File: config.mk
export PLATFORM = sky130hd
export DESIGN_NAME = duty_ramp_seq
export DESIGN_NICKNAME = d
export VERILOG_FILES = /design/src/rtl/duty_ramp_seq.sv
export SDC_FILE = /design/constraint.sdc
export NUM_CORES = 1
export LEC_CHECK = 0
export ABC_AREA = 1
export BUFFER_PORTS_ARGS = -buffer_cell sky130_fd_sc_hd__buf_2
export CORE_MARGIN = 2
export CORE_UTILIZATION = 38
export CTS_CLUSTER_SIZE = 10
export DETAILED_ROUTE_END_ITERATION = 12
export SLEW_MARGIN = 20
export SYNTH_ARGS = -nofsm -noshare
export SYNTH_HDL_FRONTEND = slang
export SYNTH_SLANG_ARGS = --single-unit
File: constraint.sdc
create_clock -name clk -period 3.7 [get_ports clk]
set_input_delay 0.37 -clock clk [delete_from_list [all_inputs] [get_ports clk]]
set_output_delay 0.37 -clock clk [all_outputs]
set_load 0.1 [all_outputs]
File: src/rtl/duty_ramp_seq.sv
// Duty-cycle ramp sequencer: ramps duty_cycle 0 -> MAX_DUTY, holds, and optionally
// ramps back down once (mode 1) or continuously as a triangle (mode 2).
module duty_ramp_seq #(
   parameter int unsigned DW       = 4,
   parameter int unsigned MAX_DUTY = 10,
   parameter int unsigned STEP_W   = 7,
   parameter int unsigned HOLD_W   = 14
) (
   input  logic              clk,
   input  logic              rst,
   input  logic              start,
   input  logic              stop,
   input  logic [1:0]        mode,
   input  logic [STEP_W-1:0] step_load,
   input  logic [HOLD_W-1:0] hold_load,
   output logic [DW-1:0]     duty_cycle,
   output logic              ready,
   output logic              busy,
   output logic              wrap
);

   localparam logic [1:0] S_IDLE = 2'd0;
   localparam logic [1:0] S_UP   = 2'd1;
   localparam logic [1:0] S_HOLD = 2'd2;
   localparam logic [1:0] S_DOWN = 2'd3;

   localparam logic [DW-1:0] DMAX = DW'(MAX_DUTY);

   logic [1:0]        state, state_n;
   logic              start_r;
   logic [1:0]        mode_r, mode_n;
   logic [STEP_W-1:0] step_r, step_n;
   logic [HOLD_W-1:0] hold_r, hold_n;
   logic [STEP_W-1:0] step_cnt, step_cnt_n;
   logic [HOLD_W-1:0] hold_cnt, hold_cnt_n;
   logic [DW-1:0]     duty_n;
   logic              ready_n, wrap_n, busy_n;

   logic              start_edge_c;
   logic [STEP_W-1:0] step_eff_c;
   logic [HOLD_W-1:0] hold_eff_c;
   logic              bounce_c;

   assign start_edge_c = start & ~start_r;
   assign step_eff_c   = (step_load == '0) ? STEP_W'(1) : step_load;
   assign hold_eff_c   = (hold_load == '0) ? HOLD_W'(1) : hold_load;
   // modes 1 and 2 come back down after the hold; modes 0 and 3 finish there
   assign bounce_c     = (mode_r == 2'd1) || (mode_r == 2'd2);

   // state and output registers
   always_ff @(posedge clk) begin
      if (rst) begin
         state      <= S_IDLE;
         start_r    <= 1'b0;
         mode_r     <= '0;
         step_r     <= '0;
         hold_r     <= '0;
         step_cnt   <= '0;
         hold_cnt   <= '0;
         duty_cycle <= '0;
         ready      <= 1'b0;
         wrap       <= 1'b0;
         busy       <= 1'b0;
      end else begin
         state      <= state_n;
         start_r    <= start;
         mode_r     <= mode_n;
         step_r     <= step_n;
         hold_r     <= hold_n;
         step_cnt   <= step_cnt_n;
         hold_cnt   <= hold_cnt_n;
         duty_cycle <= duty_n;
         ready      <= ready_n;
         wrap       <= wrap_n;
         busy       <= busy_n;
      end
   end

   // next-state and next-output logic
   always_comb begin
      state_n    = state;
      mode_n     = mode_r;
      step_n     = step_r;
      hold_n     = hold_r;
      step_cnt_n = step_cnt;
      hold_cnt_n = hold_cnt;
      duty_n     = duty_cycle;
      ready_n    = 1'b0;
      wrap_n     = 1'b0;

      if (state == S_IDLE) begin
         if (start_edge_c && !stop) begin
            mode_n     = mode;
            step_n     = step_eff_c;
            hold_n     = hold_eff_c;
            step_cnt_n = step_eff_c - STEP_W'(1);
            duty_n     = '0;
            state_n    = S_UP;
         end
      end else if (stop) begin
         duty_n  = '0;
         state_n = S_IDLE;
      end else begin
         case (state)
            S_UP: begin
               if (step_cnt == '0) begin
                  step_cnt_n = step_r - STEP_W'(1);
                  duty_n     = duty_cycle + DW'(1);
                  if (duty_cycle + DW'(1) == DMAX) begin
                     hold_cnt_n = hold_r - HOLD_W'(1);
                     state_n    = S_HOLD;
                  end
               end else begin
                  step_cnt_n = step_cnt - STEP_W'(1);
               end
            end
            S_HOLD: begin
               if (hold_cnt == '0) begin
                  if (bounce_c) begin
                     step_cnt_n = step_r - STEP_W'(1);
                     state_n    = S_DOWN;
                  end else begin
                     duty_n  = '0;
                     ready_n = 1'b1;
                     state_n = S_IDLE;
                  end
               end else begin
                  hold_cnt_n = hold_cnt - HOLD_W'(1);
               end
            end
            S_DOWN: begin
               if (step_cnt == '0) begin
                  step_cnt_n = step_r - STEP_W'(1);
                  duty_n     = duty_cycle - DW'(1);
                  if (duty_cycle == DW'(1)) begin
                     if (mode_r == 2'd2) begin
                        wrap_n  = 1'b1;
                        state_n = S_UP;
                     end else begin
                        ready_n = 1'b1;
                        state_n = S_IDLE;
                     end
                  end
               end else begin
                  step_cnt_n = step_cnt - STEP_W'(1);
               end
            end
            default: state_n = S_IDLE;
         endcase
      end

      busy_n = (state_n != S_IDLE);
   end

endmodule

==> flow_summary.ini, run 1 <==
[run_status]
status = finished clean

[finish]
stdcell_count = 742
drive_gt1_frac = 0.1077
utilization = 0.4265
stdcell_area_um2 = 3941
n_antenna_cell = 0
area_growth_pct = 8.883
nNetsFinal = 648

[yosys]
syn-num-nets = 625
async_reset_ff_frac = 0
synth-seq-cells = 54
yosysWarnings = 0
seq_area_frac_synth = 0.2987
synth_ff_type = dfxtp_1
ys_types = 37
synth.cell_area_um2 = 3620
synth_edf_count = 0
synth_cells = 589
avgSynthCellArea_um2 = 6.146

[detailed_routing]
vias = 3650
routed_wl_um = 9334
wl_per_cell_um = 12.58
ant_nets = 0
dr.pass1.iters = 5
viasPerCell = 4.919
drt-initial-drc-count = 225
route.detailed.drc = 0

[global_routing]
grt_pass1_vias = 3310
grt_use_total = 0.1866
antenna_found_initial = 0
grt_overflow = 0
grt_max_degree = 31
grt_pass1_wl_um = 15520

[timing]
fmax_mhz = 429.3
fin_crit_sh = 0.6296
tightest_slew_ps = 757.4
setup_viol = 0
layout_min_cycle_time_ps = 2329
rsz0062_at_grt = false
fin_tns_setup_ps = 0
skew_ps = 8.731
drv_slew = 0
finalHoldViolations = 0
slew_headroom = 0.4945

[clock_tree]
cts_buffers = 5
h-tree-depth = 2
cts_setup_buffers = 0
path_clk_slew_ps = 100
cts_tree = done
clock-sinks = 54
clk_latency_ps = 310
hold_buffers = 0
cts.path.max_buffers = 2
cts_resized = 0
cts-root-buf = clkbuf_8

[placed_design]
io_buffers = 33
gp_congestion = 0.9285
post-place-cells = 734
dpl.hpwl_um = 7231
dpl-instance-area_um2 = 3835

[setup_path]
rr_startpoint = state[0]
rrSetupSlack_ps = 1370
crit_buf_inv = 2
cp_cell_sequence = inv_4, nand2_2, nor2_2, inv_1, o21ai_0, a21oi_1
cpPeakStageDelay_ps = 520
crit_fanout = 30
cp_data_arrival_time_ps = 2510
critPathLaunchType = flop
critPathKind = reg2reg
critPathSlowestCell = nor2_2
end_kind = flop
required_ps = 3880
worstSetupStartpoint = state[0]
critPathTopFamily = buffers and inverters

[die]
num_rows = 35
num_io_pins = 34
die_w_um = 101.6
dieHeight_um = 101.6
dieArea_um2 = 10320
coreArea_um2 = 9240
start_util = 0.3917

[pwr]
leakage_nw = 1.906
ir_worst_vdd_v = 0.0001732
p_per_area_nw_per_um2 = 357.8
p_total_mw = 1.410

[worst_hold_path]
min-delay-start = start
min_path_type = in2reg

[job]
max_cap_violations = 0
## synthesized netlist by cell type (all sizes together) (3+ instances only)
cell    count  area [um^2]
dfxtp      54         1081
clkbuf      5        18.77
xor2       10        87.58
nor4        4        25.02
nor3        3        15.01
nand3      39        195.2
nand2     180        703.2
nor2      100        422.9
ha          9        112.6
buf        14        107.6
a211oi      9        67.56
nand4      13        81.33
a21oi      28        143.9
inv        69        264.0
o21ai      38        193.9
## where the power goes
group | total, mW | internal [mW] | switching, mW
sequential | 0.640 | 0.613 | 0.0271
clock | 0.405 | 0.203 | 0.202
combinational | 0.365 | 0.120 | 0.245
## final cells by class
class                   instances  area (um^2)
clock buffers                   7        76.32
repair buffers                 35        180.2
multi-input cells             446         2145
fillers                      1023         5299
flip-flops and latches         54         1081
clock inverters                 1        30.03
well taps                     129        161.4
inverters                      70        267.8
## placed cells by master, fill, tap and decap left out, types with 8 or more instances in the layout
| cell type | netlist | final |
|---|---|---|
| nand4_1 | 13 | 13 |
| nand2_2 | 8 | 8 |
| buf_2 | 5 | 33 |
| inv_1 | 66 | 66 |
| xor2_1 | 10 | 10 |
| nor2_1 | 91 | 91 |
| o21ai_0 | 35 | 35 |
| dfxtp_1 | 54 | 54 |
| a211oi_1 | 9 | 9 |
| ha_1 | 9 | 9 |
| a21oi_1 | 27 | 27 |
| nand3_1 | 39 | 39 |
| nand2_1 | 171 | 171 |
## through the flow
stage | hold WS, ps | setup WS [ps]
2_1_floorplan | 430.5 | 1319
3_3_place_gp | 455.5 | 1546
3_5_place_dp | 461.9 | 1422
4_1_cts | 265.6 | 1412
5_1_grt | 282.4 | 997.0
6_report | 267.4 | 1371
## final timing paths
path,endpoint,depth (start not counted)
setup / recovery,hold_r[8],6
setup reg to reg,hold_r[8],6
hold / removal,start_r,3
hold reg to reg,hold_cnt[0],2
## registers in the layout (all words and copies together) (netlist names)
register / cells
busy: 1
duty_cycle: 4
hold_cnt: 14
hold_r: 14
mode_r: 2
ready: 1
start_r: 1
state: 2
step_cnt: 7
step_r: 7
wrap: 1
## metal layers
metal  track usage  wire length (um)
met5             0                 0
met4       0.04574               133
met3       0.02139               378
met2        0.2920              4062
met1        0.2728              4760
## worst register-to-register path: stages (launching register included)
cell and delay [ps]:
dfxtp_1 390, inv_4 210, nand2_2 180, nor2_2 520, inv_1 530, o21ai_0 310, a21oi_1 60
## cell families (layout without fill, tap and decap cells)
family / count (synthesis) / after routing / synth area share
AND/OR/NAND/NOR: 345 / 345 / 0.4096
buffers and inverters: 89 / 113 / 0.1089
AO/OA/AOI/OAI: 81 / 81 / 0.1251
flip-flops: 54 / 54 / 0.2987
XOR/XNOR: 11 / 11 / 0.02662
adder cells (fa/ha/maj): 9 / 9 / 0.03111
Power figures use the tool's default switching activity.
==> inputs of run 2 (changes only) <==
- ABC_AREA: 1 -> 0
- clock period: 3.7 -> 2.4 ns (I/O delays scaled with it)
==> run 2 against run 1 <==
  * Fmax fell by 0.61%
  * First-iteration DRC count fell by 21%
  * Sequential power rose by 51%
  * Clock skew barely moved
  * Routed wire length rose by 2.3%
  * Critical path type unchanged
  * Largest power group unchanged
  * Highest routed layer unchanged
==> flow_summary.ini, run 2 <==
[clock_tree]
cts.path.max_buffers = 2
cts_buffers = 5
hold_buffers = 0
h-tree-depth = 2
clk_latency_ps = 320
path_clk_slew_ps = 100
cts_tree = done
clock-sinks = 54
cts-root-buf = clkbuf_8

[yosys]
yosysWarnings = 0
synth_ff_type = dfxtp_1
async_reset_ff_frac = 0
yosys.area.top_type = dfxtp_1
synth_edf_count = 0
synth_largest_type_area_fraction = 0.3086
synth.cell_area_um2 = 3503
synth_cells = 451
synth-seq-cells = 54
ys_types = 72
yosys-top-cells-area = dfxtp_1, nand2_1, nor2_1
seq_area_frac_synth = 0.3086
yosys-top-cells-count = nand2_1, dfxtp_1, nor2_1
syn-num-nets = 487
avgSynthCellArea_um2 = 7.768
yosysMostFrequentCell = nand2_1

[finish]
area_growth_pct = 16.21
n_antenna_cell = 0
drive_gt1_frac = 0.1996
largestRegisters = hold_cnt x14, hold_r x14
final_cell_mix = nand2_1, dfxtp_1, nor2_1
final_common_cell = nand2_1
nNetsFinal = 531
utilization = 0.4470
stdcell_area_um2 = 4071
stdcell_count = 607

[timing]
hold_ws_ps = 144.4
worst_slack_ps = 56.26
rsz0062_at_grt = true
drv_slew = 0
tightest_slew_ps = 536.4
finalHoldViolations = 0
fmax_mhz = 426.7
fin_crit_sh = 0.9766
skew_ps = 8.436
setup_viol = 0
slew_headroom = 0.6415
fin_tns_setup_ps = 0
layout_min_cycle_time_ps = 2344

[pwr]
p_total_mw = 1.999
ir_worst_vdd_v = 0.0003281
p_per_area_nw_per_um2 = 491.0
leakage_nw = 1.540

[placed_design]
gp_congestion = 0.8781
io_buffers = 33
post-place-cells = 596
dpl.hpwl_um = 6998
pre_cts_ws_ps = 94.65
dpl-instance-area_um2 = 3925

[die]
die_w_um = 100.0
coreArea_um2 = 9109
dieHeight_um = 100.0
num_io_pins = 34
start_util = 0.3846
num_rows = 35
dieArea_um2 = 10000

[setup_path]
critPathLaunchType = flop
crit_fanout = 4
end_kind = flop
required_ps = 2640
critPathKind = reg2reg
cp_data_arrival_time_ps = 2590
rrSetupSlack_ps = 60

[detailed_routing]
routed_wl_um = 9546
ant_nets = 0
vias = 3482
viasPerCell = 5.736
route.detailed.drc = 0
dr.pass1.iters = 5
wl_per_cell_um = 15.73
drt-initial-drc-count = 178

[global_routing]
grt_max_degree = 29
grt_pass1_wl_um = 15770
antenna_found_initial = 0
grt_pass1_vias = 3208
grt_use_total = 0.1951
grt_overflow = 0

[run_status]
status = finished clean

[job]
max_cap_violations = 0

[worst_hold_path]
min_path_type = in2reg
## run 2: critical path, stage by stage (launching register included)
cell and delay (ps):
dfxtp_2 370, nor2b_4 150, buf_6 120, mux2i_4 220
ha_2 210, nand2b_1 70, mux2i_1 190, buf_4 170
nand3_2 70, or4b_4 530, a31oi_1 180
## run 2: layout make-up
type / count / area, um^2
clock buffers: 6 / 72.57
clock inverters: 2 / 17.52
fillers: 930 / 5037
inverters: 10 / 37.54
multi-input cells: 359 / 2285
flip-flops and latches: 54 / 1086
well taps: 111 / 138.9
repair buffers: 65 / 434.2
## run 2: worst paths after layout
kind / end / start / cells after the start
max: hold_cnt[8] / state[1] / 10
min: start_r / start / 2
max reg2reg: hold_cnt[8] / state[1] / 10
min reg2reg: mode_r[0] / mode_r[0] / 2
## run 2: routing by layer
layer,part of all wire,vias up,global-route usage,wire length (um)
met5,0,-,0,0
met2,0.44,102,0.2921,4243
li1,-,1734,-,-
met1,0.48,1631,0.2820,4568
met3,0.054,15,0.03552,520
met4,0.022,0,0.06744,213
## run 2: cell families after synthesis
group           Yosys count  synth area share
flops                    54            0.3086
simple gates            206            0.3089
fa+ha+maj                 9           0.03214
buf+inv                  38           0.05000
compound gates          114            0.2189
mux                      14           0.04143
xor+xnor                 16           0.04000
## run 2: where the power goes
| part | switching [mW] | internal, mW | total (mW) |
|---|---|---|---|
| Combinational | 0.276 | 0.204 | 0.480 |
| Clock | 0.336 | 0.213 | 0.549 |
| Sequential | 0.0412 | 0.928 | 0.969 |
| Total | 0.653 | 1.35 | 2.00 |
## run 2: timing repair
item                                   CTS  global route
endpoints found under the hold margin    0             0
setup endpoints to repair                0             6
gates resized for setup                  0             8
buffers inserted                         0             3
